==> src/rtl/wwm_pkg.sv <==
// rtl/wwm_pkg.sv - shared World War Math constants, Q-format widths and state encodings
//
// Purpose: common definitions for the projectile engine, the game state
//          machine and the VGA renderer.
// Ports:   none (package).
package wwm_pkg;

    // Q-format widths: positions are unsigned Q10.4, velocities signed Q8.4.
    localparam int POS_W  = 14;
    localparam int VEL_W  = 12;
    localparam int FRAC   = 4;
    localparam int PIX_W  = POS_W - FRAC;
    localparam int CALC_W = 16;
    localparam int FC_W   = 10;
    localparam int WIND_W = 4;

    // One-hot projectile states.
    typedef enum logic [3:0] {
        ST_IDLE   = 4'b0001,
        ST_FLIGHT = 4'b0010,
        ST_HIT    = 4'b0100,
        ST_MISS   = 4'b1000
    } state_t;

    // Screen, cannon and target defaults.
    localparam int DEF_START_X    = 200;
    localparam int DEF_START_Y    = 400;
    localparam int DEF_GRAVITY    = 2;
    localparam int DEF_MAX_FRAMES = 600;
    localparam int DEF_HIT_X_MIN  = 650;
    localparam int DEF_HIT_X_MAX  = 675;
    localparam int DEF_HIT_Y_MIN  = 470;
    localparam int DEF_HIT_Y_MAX  = 475;
    localparam int DEF_OOB_X_MIN  = 160;
    localparam int DEF_OOB_X_MAX  = 775;
    localparam int DEF_OOB_Y_MIN  = 50;
    localparam int DEF_OOB_Y_MAX  = 475;

endpackage

==> src/rtl/wwm_sat_add.sv <==
// rtl/wwm_sat_add.sv - signed adder with saturation to a parameterized width
//
// Purpose: sum = clamp(a + b) into OUT_W bits, either signed
//          [-2^(OUT_W-1), 2^(OUT_W-1)-1] or unsigned [0, 2^OUT_W-1].
// Ports:   a, b - IN_W-bit signed operands
//          sum  - OUT_W-bit saturated result
module wwm_sat_add #(
    parameter int IN_W       = 16,
    parameter int OUT_W      = 14,
    parameter bit SIGNED_OUT = 1'b0
) (
    input  logic signed [IN_W-1:0]  a,
    input  logic signed [IN_W-1:0]  b,
    output logic        [OUT_W-1:0] sum
);

    localparam int MAX_I = SIGNED_OUT ? (1 << (OUT_W - 1)) - 1 : (1 << OUT_W) - 1;
    localparam int MIN_I = SIGNED_OUT ? -(1 << (OUT_W - 1)) : 0;
    localparam logic signed [IN_W:0] MAX_V = (IN_W + 1)'(MAX_I);
    localparam logic signed [IN_W:0] MIN_V = (IN_W + 1)'(MIN_I);

    // One guard bit so the raw sum can never wrap before clamping.
    logic signed [IN_W:0] full;

    always_comb begin
        full = {a[IN_W-1], a} + {b[IN_W-1], b};
        if (full > MAX_V) begin
            sum = MAX_V[OUT_W-1:0];
        end else if (full < MIN_V) begin
            sum = MIN_V[OUT_W-1:0];
        end else begin
            sum = full[OUT_W-1:0];
        end
    end

endmodule

==> src/rtl/wwm_projectile.sv <==
// rtl/wwm_projectile.sv - projectile kinematics engine with hit / miss detection
//
// Purpose: launches from the cannon origin on Fire, integrates velocity and
//          gravity once per frame_tick, and reports a one-cycle hit or miss.
// Ports:   clk, Reset (sync, active-high), Fire, frame_tick
//          vel_x, vel_y        - signed Q8.4 launch velocity (vel_y > 0 is up)
//          wind                - signed 1/16 px/frame^2, only with WWM_PROJ_WIND_EN
//          projectileCenterX/Y - integer pixel position
//          active, hit, miss, frame_count
// Macro:   WWM_PROJ_WIND_EN adds the wind input and per-frame vx update.
module wwm_projectile
    import wwm_pkg::*;
#(
    parameter int START_X    = DEF_START_X,
    parameter int START_Y    = DEF_START_Y,
    parameter int GRAVITY    = DEF_GRAVITY,
    parameter int MAX_FRAMES = DEF_MAX_FRAMES,
    parameter int HIT_X_MIN  = DEF_HIT_X_MIN,
    parameter int HIT_X_MAX  = DEF_HIT_X_MAX,
    parameter int HIT_Y_MIN  = DEF_HIT_Y_MIN,
    parameter int HIT_Y_MAX  = DEF_HIT_Y_MAX,
    parameter int OOB_X_MIN  = DEF_OOB_X_MIN,
    parameter int OOB_X_MAX  = DEF_OOB_X_MAX,
    parameter int OOB_Y_MIN  = DEF_OOB_Y_MIN,
    parameter int OOB_Y_MAX  = DEF_OOB_Y_MAX
) (
    input  logic              clk,
    input  logic              Reset,
    input  logic              Fire,
    input  logic              frame_tick,
    input  logic [VEL_W-1:0]  vel_x,
    input  logic [VEL_W-1:0]  vel_y,
`ifdef WWM_PROJ_WIND_EN
    input  logic [WIND_W-1:0] wind,
`endif
    output logic [PIX_W-1:0]  projectileCenterX,
    output logic [PIX_W-1:0]  projectileCenterY,
    output logic              active,
    output logic              hit,
    output logic              miss,
    output logic [FC_W-1:0]   frame_count
);

    localparam logic [POS_W-1:0]         X0       = POS_W'(START_X * 16);
    localparam logic [POS_W-1:0]         Y0       = POS_W'(START_Y * 16);
    localparam logic signed [CALC_W-1:0] GRAV_NEG = CALC_W'(-GRAVITY);
    localparam logic [FC_W-1:0]          MAXF     = FC_W'(MAX_FRAMES);
    localparam logic [PIX_W-1:0]         HX_MIN   = PIX_W'(HIT_X_MIN);
    localparam logic [PIX_W-1:0]         HX_MAX   = PIX_W'(HIT_X_MAX);
    localparam logic [PIX_W-1:0]         HY_MIN   = PIX_W'(HIT_Y_MIN);
    localparam logic [PIX_W-1:0]         HY_MAX   = PIX_W'(HIT_Y_MAX);
    localparam logic [PIX_W-1:0]         OX_MIN   = PIX_W'(OOB_X_MIN);
    localparam logic [PIX_W-1:0]         OX_MAX   = PIX_W'(OOB_X_MAX);
    localparam logic [PIX_W-1:0]         OY_MIN   = PIX_W'(OOB_Y_MIN);
    localparam logic [PIX_W-1:0]         OY_MAX   = PIX_W'(OOB_Y_MAX);

    state_t                    state;
    logic [POS_W-1:0]          pos_x;
    logic [POS_W-1:0]          pos_y;
    logic signed [VEL_W-1:0]   vx_r;
    logic signed [VEL_W-1:0]   vy_r;

    logic signed [CALC_W-1:0]  vx_ext;
    logic signed [CALC_W-1:0]  vy_ext;
    logic signed [CALC_W-1:0]  vy_neg;
    logic [POS_W-1:0]          x_next;
    logic [POS_W-1:0]          y_next;
    logic [VEL_W-1:0]          vy_next;
    logic [PIX_W-1:0]          px;
    logic [PIX_W-1:0]          py;
    logic                      in_hit;
    logic                      in_oob;

    assign vx_ext = {{(CALC_W - VEL_W){vx_r[VEL_W-1]}}, vx_r};
    assign vy_ext = {{(CALC_W - VEL_W){vy_r[VEL_W-1]}}, vy_r};
    // y grows downward while vy is positive-up, so y moves by -vy.
    assign vy_neg = -vy_ext;

    wwm_sat_add #(.IN_W(CALC_W), .OUT_W(POS_W), .SIGNED_OUT(1'b0)) u_add_x (
        .a   ({{(CALC_W - POS_W){1'b0}}, pos_x}),
        .b   (vx_ext),
        .sum (x_next)
    );

    wwm_sat_add #(.IN_W(CALC_W), .OUT_W(POS_W), .SIGNED_OUT(1'b0)) u_add_y (
        .a   ({{(CALC_W - POS_W){1'b0}}, pos_y}),
        .b   (vy_neg),
        .sum (y_next)
    );

    wwm_sat_add #(.IN_W(CALC_W), .OUT_W(VEL_W), .SIGNED_OUT(1'b1)) u_add_vy (
        .a   (vy_ext),
        .b   (GRAV_NEG),
        .sum (vy_next)
    );

`ifdef WWM_PROJ_WIND_EN
    logic [VEL_W-1:0] vx_next;

    wwm_sat_add #(.IN_W(CALC_W), .OUT_W(VEL_W), .SIGNED_OUT(1'b1)) u_add_vx (
        .a   (vx_ext),
        .b   ({{(CALC_W - WIND_W){wind[WIND_W-1]}}, wind}),
        .sum (vx_next)
    );
`endif

    // Checks use the registered position, so they trail the moving tick by a cycle.
    assign px     = pos_x[POS_W-1:FRAC];
    assign py     = pos_y[POS_W-1:FRAC];
    assign in_hit = (px >= HX_MIN) && (px <= HX_MAX) && (py >= HY_MIN) && (py <= HY_MAX);
    assign in_oob = (px <= OX_MIN) || (px >= OX_MAX) || (py <= OY_MIN) || (py >= OY_MAX);

    assign projectileCenterX = px;
    assign projectileCenterY = py;

    always_ff @(posedge clk) begin
        if (Reset) begin
            state       <= ST_IDLE;
            pos_x       <= X0;
            pos_y       <= Y0;
            vx_r        <= '0;
            vy_r        <= '0;
            frame_count <= '0;
            active      <= 1'b0;
            hit         <= 1'b0;
            miss        <= 1'b0;
        end else begin
            hit  <= 1'b0;
            miss <= 1'b0;
            case (state)
                ST_IDLE: begin
                    if (Fire) begin
                        vx_r        <= vel_x;
                        vy_r        <= vel_y;
                        pos_x       <= X0;
                        pos_y       <= Y0;
                        frame_count <= '0;
                        active      <= 1'b1;
                        state       <= ST_FLIGHT;
                    end
                end
                ST_FLIGHT: begin
                    // Hit wins over miss; a tick landing on the exit cycle is dropped.
                    if (in_hit) begin
                        hit    <= 1'b1;
                        active <= 1'b0;
                        state  <= ST_HIT;
                    end else if (in_oob || (frame_count >= MAXF)) begin
                        miss   <= 1'b1;
                        active <= 1'b0;
                        state  <= ST_MISS;
                    end else if (frame_tick) begin
                        pos_x <= x_next;
                        pos_y <= y_next;
                        vy_r  <= vy_next;
`ifdef WWM_PROJ_WIND_EN
                        vx_r  <= vx_next;
`endif
                        if (frame_count != '1) begin
                            frame_count <= frame_count + 1'b1;
                        end
                    end
                end
                ST_HIT, ST_MISS: begin
                    state <= ST_IDLE;
                end
                default: begin
                    state <= ST_IDLE;
                end
            endcase
        end
    end

endmodule

==> config.mk <==
export PLATFORM = sky130hd
export DESIGN_NAME = wwm_projectile
export DESIGN_NICKNAME = d
export VERILOG_FILES = /design/src/rtl/wwm_pkg.sv /design/src/rtl/wwm_sat_add.sv /design/src/rtl/wwm_projectile.sv
export SDC_FILE = /design/constraint.sdc
export NUM_CORES = 1
export LEC_CHECK = 0
export CAP_MARGIN = 40
export CORE_MARGIN = 2
export CORE_UTILIZATION = 25
export DETAILED_ROUTE_END_ITERATION = 6
export HOLD_SLACK_MARGIN = 0.15
export SETUP_SLACK_MARGIN = 0.05
export SLEW_MARGIN = 20
export SYNTH_ARGS = -nofsm -noshare
export SYNTH_HDL_FRONTEND = slang
export SYNTH_HIERARCHICAL = 1
export SYNTH_SLANG_ARGS = --single-unit
==> constraint.sdc <==
create_clock -name clk -period 2.9 [get_ports clk]
set_input_delay 0.725 -clock clk [delete_from_list [all_inputs] [get_ports clk]]
set_output_delay 0.725 -clock clk [all_outputs]
set_load 0.005 [all_outputs]
### Word level (Yosys, flattened, before mapping)

Index checks and enable logic that the tools add are counted.
Widths: inputs -> output; s select.

* output and inout port bits: 33
* flip-flop bits (word level): 69

* reduce and logical (&&, ||, !) cells: 15
* muxes and demuxes: 37
* $lt $le $gt $ge: 15
* bitwise gates (word level): 1
* add/subtract/negate cells: 5
* equality and inequality tests: 9

Operators by type and width (count)
* $mux 14: 12
* $mux 12: 6
* $pmux 14 s2: 2
* $mux 10: 5
* $gt 17x15->1 const B: 2
* $lt 17x1->1 const B: 2
* $ge 10x10->1 const B: 3
* $pmux 12 s2: 1
* $ge 10x9->1 const B: 2
* $pmux 10 s2: 1
* $add 15x16->17: 1
* $gt 17x12->1 const B: 1
* $lt 17x12->1 const B: 1
* $add 15x12->16: 1
* $neg 12->16: 1
* $add 12x2->13 const B: 1
* $mux 4: 3
* $add 10x1->10 const B: 1
* $le 10x10->1 const B: 1
* $le 10x6->1 const B: 1
* $le 10x8->1 const B: 1
* $le 10x9->1 const B: 1
* $ne 10x10->1 const B: 1
* $ne 2x2->1 const B: 5
* 16 further kinds: 26

### Depth between registers and ports, before layout

Gate-level depths: netlist of run 1.

* depth in word-level cells: 9
* gate-level depth with buffers: 16
* gate-level depth less buffers: 15

### Modules after synthesis

The synthesis of run 1 kept the hierarchy.

By module, submodules not included
* wwm_projectile: instances 1, sequential area each 1381.3 µm², cells an instance 390, area each 3408.3 µm²
* wwm_sat_add (u_add_x ...): instances 2, sequential area each 0.0 µm², cells an instance 111, area each 869.6 µm²
* wwm_sat_add (u_add_vy): instances 1, sequential area each 0.0 µm², cells an instance 124, area each 945.9 µm²

### Worst setup path before layout of run 1

No wires, ideal clock.

* kind: register to register
* start: reg vy_r[2]
* end: reg pos_y[7]
* path buffers: 1
* stages on the path, launching flop included: 17
* slack: -0.190 ns
* period minus slack after synthesis: 3.090 ns
* data arrival time: 2.973 ns
* cells stage by stage: dfxtp_1 > nor3_1 > nand2b_1 > nor2_1 > nand2_1 > nor4_1 > xnor2_1 > ha_1 > and3_4 > nand4_2 > a211oi_2 > nor3_2 > xor2_1 > nand2_2 > buf_6 > o21a_1 > a22o_2

* word-level cells in the longest chain between the ends: 9
* elaborated cells between the ends (all ways): 10
* classes of those cells: add/sub (2); order compare (2); mux (6)

Ends and longest elaborated chain
* start: declaration: RTL line wwm_projectile.sv:61 `logic signed [VEL_W-1:0] vy_r;`
* start signal: assignment: RTL line wwm_projectile.sv:134 `vy_r <= vel_y;`
* start signal: assignment: RTL line wwm_projectile.sv:155 `vy_r <= vy_next;`
* $neg 12->16 (*): RTL line wwm_projectile.sv:77 `assign vy_neg = -vy_ext;`
* named net vy_neg[10]: RTL line wwm_projectile.sv:65 `logic signed [CALC_W-1:0] vy_neg;`
* $add 15x16->17 (*): RTL line wwm_sat_add.sv:26 `full = {a[IN_W-1], a} + {b[IN_W-1], b};`
* $lt 17x1->1: RTL line wwm_sat_add.sv:29 `end else if (full < MIN_V) begin`
* $mux 14: RTL line wwm_sat_add.sv:29
* $mux 14 (*): RTL line wwm_sat_add.sv:27 `if (full > MAX_V) begin`
* named net y_next[7]: RTL line wwm_projectile.sv:67 `logic [POS_W-1:0] y_next;`
* $mux 14 (*): RTL line wwm_projectile.sv:152 `end else if (frame_tick) begin`
* $mux 14 (*): RTL line wwm_projectile.sv:148 `end else if (in_oob || (frame_count >= MAXF)) begin`
* $mux 14 (*): RTL line wwm_projectile.sv:144 `if (in_hit) begin`
* $pmux 14 s2 (*): RTL line wwm_projectile.sv:130 `case (state)`
* end signal: assignment: RTL line wwm_projectile.sv:154 `pos_y <= y_next;`
* end: declaration: RTL line wwm_projectile.sv:59 `logic [POS_W-1:0] pos_y;`

The timed path passes the listed nets; every way through them passes the cells marked *. The select of a mux whose other input is x is not followed.
A chain may end at the register's enable or synchronous reset.

### Worst setup path after layout of run 1

* start: reg vy_r[3]
* end: reg pos_y[7]

Same word-level chain as after synthesis.

==> results by group, run 1 <==
CTS
  • CTS buffer count: 9
  • Clock Tree Buf Depth: 2
  • Root buf cell: clkbuf_16
  • CTS tree: done
  • Clk pin slew, worst setup/hold paths: 60 ps
  • CTS sink cnt: 69
  • Skew-Pair Late Insertion Delay: 330 ps
  • H-tree depth: 3

Floorplan
  • Die X: 160.1 um
  • Die area: 25640 um2
  • Initial Util: 0.2528
  • Num ports: 61
  • Row cnt: 57
  • Core area: 24110 um2
  • Die Ht: 160.1 um

Synth
  • Largest family of logic cells by synthesized area: compound AO/OA/AOI/OAI gates
  • Mux share of post-synthesis cell area: 0.02136
  • Synth cell types: 72
  • Yosys warning total: 6
  • Post-Synth Simple-Gate Area: 0.1768
  • Mapped Area: 6093 um2
  • Synth cell count leaders: nand2_1 (79), dfxtp_1 (69), a21oi_1 (57)
  • Ys async rst share: 0
  • Largest area contributor in the netlist: dfxtp_1
  • Largest cells by area after synthesis: dfxtp_1 (23%), ha_1 (10%), o21a_1 (5.1%), nand2_1 (4.9%), a21oi_1 (4.7%)
  • Synth Area in Adders: 0.1146
  • Mapped Cells: 736
  • Mean Syn Cell Area: 8.279 um2
  • Synthesized flop and latch total: 69
  • Top_reg_cell synth: dfxtp_1
  • Number of flops mapped to enable cells by yosys: 0
  • Sequential element share of the synthesized area: 0.2267
  • Compound-gate portion of the synthesized area: 0.3224
  • Top-area cell type share of the netlist area: 0.2267
  • XOR/XNOR Fraction of Synth Area: 0.06756
  • Count leader, synth: nand2_1

GRT
  • All-Layer GR Usage: 0.1359
  • Global route overflow: 0
  • Vias in the first global route: 5788
  • Largest net degree at the start of global routing: 24
  • Initial antenna violation count: 0
  • First-pass GRT wire length: 29000 um

Routing
  • Max Used Layer: met4
  • Routed met3 length: 551 um
  • Antenna viol nets, final: 0
  • Metal2 WL: 8524 um
  • WL/cell: 14.86 um
  • Vias/cell: 4.838
  • Routed vias: 5776
  • Total iterations of the first detailed-routing run: 4
  • M1 WL: 8477 um
  • Initial drt markers: 317
  • Drt drc: 0
  • Routed WL: 17740 um

STA
  • Crit path time final: 3066 ps
  • Worst Tran Pin Value: 700.4 ps
  • Final setup vio count: 14
  • FMAX: 326.2 MHz
  • RSZ-0062 raised after global routing: yes
  • Final Hold Violating Endpoints: 0
  • Slew Limit Fails: 0
  • Rel. slew slack: 0.5313
  • Final hold slack: 461.5 ps
  • Post-Route Skew: 8.731 ps
  • Final worst-path cycle share: 1.057
  • Worst setup margin: -165.6 ps

Placed design
  • Routability congestion estimate: 0.8814
  • Number of port buffers: 60
  • DP Cell Count: 1154
  • Detailed Place HPWL: 13200 um

Layout
  • Final-layout fill cell count: 2536
  • ANT cells: 0
  • Final #Nets: 947
  • Non-filler cells, final: 1194
  • Ratio of cells with drive above 1 in the final layout: 0.2724
  • Area growth syn-to-layout: 37.86%

Critical path
  • Critical Path End Type: flop
  • Worst Path Max Fanout: 7
  • Buf/Inv on CP: 5
  • Crit path largest cell delay: 370 ps
  • Crit Path Category: flop to flop
  • WP data arrival: 3280 ps
  • Worst path cell trace: nor3_4 -> buf_4 -> buf_4 -> buf_4 -> buf_4 -> nand2_1 -> xor2_1 -> ha_1 -> buf_4 -> a31o_2 -> o211ai_2 -> a21oi_2 -> xnor2_2 -> nand2_2 -> o21a_1 -> a22o_2
  • Worst path required time: 3120 ps
  • Most used cell along the critical path: buf_4
  • CP Launch Type: flop
  • CP max stage cell: dfxtp_1
  • Top Family by Delay on Critical Path: compound AO/OA/AOI/OAI gates

Run
  • Max-cap violations: 0

Status
  • Failing checks: negative setup slack
  • Status: finished, violations left

Power
  • Worst-case vdd ir drop: 0.2790 mV
  • Power per cell area: 495.8 nW/um2
  • Leak: 3.304 nW

Worst hold path
  • Hold Crit Class: flop to flop
-- power by group --
part | internal, mW | switching, mW | total (mW) | leakage [nW]
Combinational | 0.959 | 0.990 | 1.95 | 2.59
Clock | 0.753 | 0.430 | 1.18 | 0.153
Sequential | 0.990 | 0.0409 | 1.03 | 0.565
-- final timing paths --
check,start,to,slack (ps),cells after the start
max,vy_r[3]$_SDFFE_PP0P_,pos_y[7]$_SDFFE_PP0P_,-170,16
min,vx_r[5]$_SDFFE_PP0P_,vx_r[5]$_SDFFE_PP0P_,460,2
max reg2reg,vy_r[3]$_SDFFE_PP0P_,pos_y[7]$_SDFFE_PP0P_,-170,16
min reg2reg,vx_r[5]$_SDFFE_PP0P_,vx_r[5]$_SDFFE_PP0P_,460,2
-- placed cells by master, fill, tap and decap left out, types with 11 or more instances in the layout --
cell	synthesis	final
buf_4	22	80
nand2_1	79	76
dfxtp_1	69	60
clkdlybuf4s50_1	0	60
a21oi_1	57	47
o21a_1	41	41
ha_1	51	41
nor2_1	33	32
o21ai_0	28	28
a21o_1	26	26
xnor2_1	27	25
conb_1	2	21
inv_1	23	20
a22o_2	20	20
xor2_1	20	19
o211ai_1	14	14
a31oi_1	14	13
mux2i_1	13	12
o21ai_2	2	12
a21oi_2	4	11
-- tightest hold or removal path, stage by stage, from the launching register on --
cell     delay (ps)
dfxtp_1         310
nand2_1          50
a21oi_1          50
-- layer usage --
| metal | track usage | up-vias |
|---|---|---|
| met5 | 0 | - |
| li1 | - | 2943 |
| met2 | 0.2346 | 84 |
| met4 | 0.03112 | 0 |
| met3 | 0.02208 | 13 |
| met1 | 0.1777 | 2736 |
-- cells by family after synthesis --
| kind of cell | after synthesis |
|---|---|
| other | 2 |
| adder cells (fa/ha/maj) | 54 |
| AO/OA/AOI/OAI | 271 |
| flip-flops | 69 |
| multiplexers | 13 |
| AND/OR/NAND/NOR | 206 |
| XOR/XNOR | 47 |
| buffers and inverters | 74 |
-- metrics by stage --
| step | util | cell area, um2 | worst slack [ps] | setup TNS (ps) | total power [mW] |
|---|---|---|---|---|---|
| after floorplan | - | 6206 | -46.62 | -294.3 | 2.147 |
| after global placement | 0.3072 | 7406 | -80.62 | -873.9 | 2.565 |
| after detailed placement | 0.3072 | 7406 | -166.9 | -2058 | 2.578 |
| after CTS | 0.3360 | 8099 | -169.3 | -2169 | 3.992 |
| after global routing | 0.3485 | 8401 | -332.1 | -5559 | 4.404 |
| final | 0.3485 | 8401 | -165.6 | -2025 | 4.165 |
-- timing repair --
item,in CTS,in global routing
hold buffers,0,0
resized for setup,47,51
setup buffers,15,6
gates cloned,3,0
pin swaps,55,37
endpoints found under the setup margin,25,25
-- sequential cells by signal, summed over array words and instances (netlist names) --
signal / flops
miss: 1
active: 1
vy_r: 12
vx_r: 12
state: 4
pos_x: 14
pos_y: 14
hit: 1
frame_count: 10
-- final cells by class --
| class | instances | area (um2) | share of cell area |
|---|---|---|---|
| Inverter | 23 | 86.33 | 0.01028 |
| Clock buffer | 10 | 229.0 | 0.02726 |
| Sequential cell | 69 | 1398 | 0.1664 |
| Clock inverter | 6 | 86.33 | 0.01028 |
| Tap cell | 324 | 405.4 | 0.04826 |
| Multi-Input combinational cell | 613 | 4876 | 0.5804 |
| Timing Repair Buffer | 149 | 1320 | 0.1571 |
No activity file was read; power rests on OpenSTA's default activity.
==> run 2: changes to the inputs <==
Settings changed: TNS_END_PERCENT set to 10.
Clock period 2.9 ns to 3.94 ns, I/O delays scaled along.
==> results by group, run 2 (same netlist as run 1, synthesis figures left out) <==
Floorplan
  • Die Ht: 160.1 um
  • Num ports: 61
  • Die X: 160.1 um
  • Row cnt: 57
  • Die area: 25640 um2
  • Core area: 24110 um2
  • Initial Util: 0.2528

Layout
  • Area growth syn-to-layout: 18.95%
  • Largest regs: pos_x (14), pos_y (14)
  • Finished Core Util: 0.3007
  • ANT cells: 0
  • Most common cell after layout, fill and taps aside: nand2_1
  • Ratio of cells with drive above 1 in the final layout: 0.1100
  • Most frequent cells in the layout: nand2_1 (79), dfxtp_1 (69), clkdlybuf4s50_1 (60), a21oi_1 (57), ha_1 (51)
  • Final #Nets: 869

CTS
  • CTS-repair resized insts: 0
  • H-tree depth: 3
  • Hold bufs inserted after CTS: 0
  • CTS tree: done
  • CTS sink cnt: 69
  • Clk pin slew, worst setup/hold paths: 60 ps
  • Root buf cell: clkbuf_16
  • Postcts setup bufs: 0
  • Skew-Pair Late Insertion Delay: 330 ps
  • CTS buffer count: 9
  • Clock Tree Buf Depth: 2

Critical path
  • Crit Path Category: flop to flop
  • Worst Path Max Fanout: 14
  • WP data arrival: 3680 ps
  • CP Launch Type: flop
  • Critical Path End Type: flop
  • Worst path required time: 4160 ps

Worst hold path
  • Hold Crit Class: flop to flop

Routing
  • Routed vias: 5483
  • Antenna viol nets, final: 0
  • Drt drc: 0
  • Routed WL: 16130 um
  • Total iterations of the first detailed-routing run: 5
  • Vias/cell: 4.917
  • WL/cell: 14.47 um
  • Initial drt markers: 279

Placed design
  • Number of port buffers: 60
  • Detailed Place HPWL: 12690 um
  • Routability congestion estimate: 0.8431

STA
  • Slew Limit Fails: 0
  • Crit path time final: 3464 ps
  • Post-Route Skew: 8.892 ps
  • Final worst-path cycle share: 0.8793
  • Final setup vio count: 0
  • RSZ-0062 raised after global routing: no
  • FMAX: 288.7 MHz
  • Setup TNS: 0 ps
  • Final Hold Violating Endpoints: 0
  • Rel. slew slack: 0.5349
  • Worst Tran Pin Value: 695.1 ps

GRT
  • Vias in the first global route: 5143
  • Global route overflow: 0
  • All-Layer GR Usage: 0.1249
  • Largest net degree at the start of global routing: 24
  • Initial antenna violation count: 0
  • First-pass GRT wire length: 26380 um

Status
  • Status: complete, no violations

Power
  • Power per cell area: 358.9 nW/um2
  • Worst-case vdd ir drop: 0.1978 mV
  • Leak: 2.833 nW
  • Total power: 2.601 mW

Run
  • Max-cap violations: 0
## run 2: cell types whose count changed in the layout (fill, tap and decap cells not counted), sizes merged
| cell | previous run | this run |
|---|---|---|
| clkinvlp | 1 | 2 |
| clkbuf | 10 | 9 |
| buf | 89 | 12 |
| nand2 | 82 | 81 |
| inv | 24 | 23 |
## run 2: final cells by class
class                      instances  area, um2
fill                            2608      16860
clock inverter                     6      88.84
timing repair buffer              72      690.7
inverter                          23      86.33
multi-input combinational        612       4370
clock buffer                       9      225.2
sequential                        69       1381
tap                              324      405.4
## run 2: final timing paths
kind                        start               endpoint  slack (ps)  cells past startpoint
min reg2reg  vx_r[0]$_SDFFE_PP0P_   vx_r[0]$_SDFFE_PP0P_         460                      2
min          vx_r[0]$_SDFFE_PP0P_   vx_r[0]$_SDFFE_PP0P_         460                      2
max          vy_r[2]$_SDFFE_PP0P_  pos_y[7]$_SDFFE_PP0P_         480                     15
max reg2reg  vy_r[2]$_SDFFE_PP0P_  pos_y[7]$_SDFFE_PP0P_         480                     15
## run 2: stage by stage
step	setup slack, ps	instance area [um2]	cells	hold slack, ps
global route	243.0	7248	1115	491.4
CTS	504.6	7248	1115	465.4
global placement	601.0	6927	1099	453.6
detailed placement	543.2	6934	1100	456.9
floorplan	850.0	6165	755	440.0
finish	475.6	7248	1115	462.8
## run 2: worst max-delay path, cell delays in order, from the launching register on
cell and delay (ps):
dfxtp_1 370, nor3_1 270, nand2b_1 100, nor2_1 230
nand2_1 130, nor4_1 240, xnor2_1 170, ha_1 310
a21oi_1 160, o21ai_1 130, nor4_1 260, a21oi_1 140
xnor2_1 190, nand2_2 200, o21a_1 240, a22o_2 220
## run 2: power breakdown
part           switching (mW)  leakage, nW  internal (mW)  total (mW)
sequential             0.0390        0.562          0.727       0.766
combinational           0.543         2.12          0.427       0.970
clock                   0.316        0.147          0.550       0.866
## run 2: metal layers
| layer | wire length [um] | GRT usage | part of all wire | up-vias |
|---|---|---|---|---|
| met1 | 7928 | 0.1687 | 0.49 | 2570 |
| met3 | 627 | 0.02078 | 0.039 | 19 |
| met4 | 172 | 0.03153 | 0.011 | 0 |
| met2 | 7403 | 0.2070 | 0.46 | 104 |
| li1 | - | - | - | 2790 |
| met5 | 0 | 0 | 0 | - |
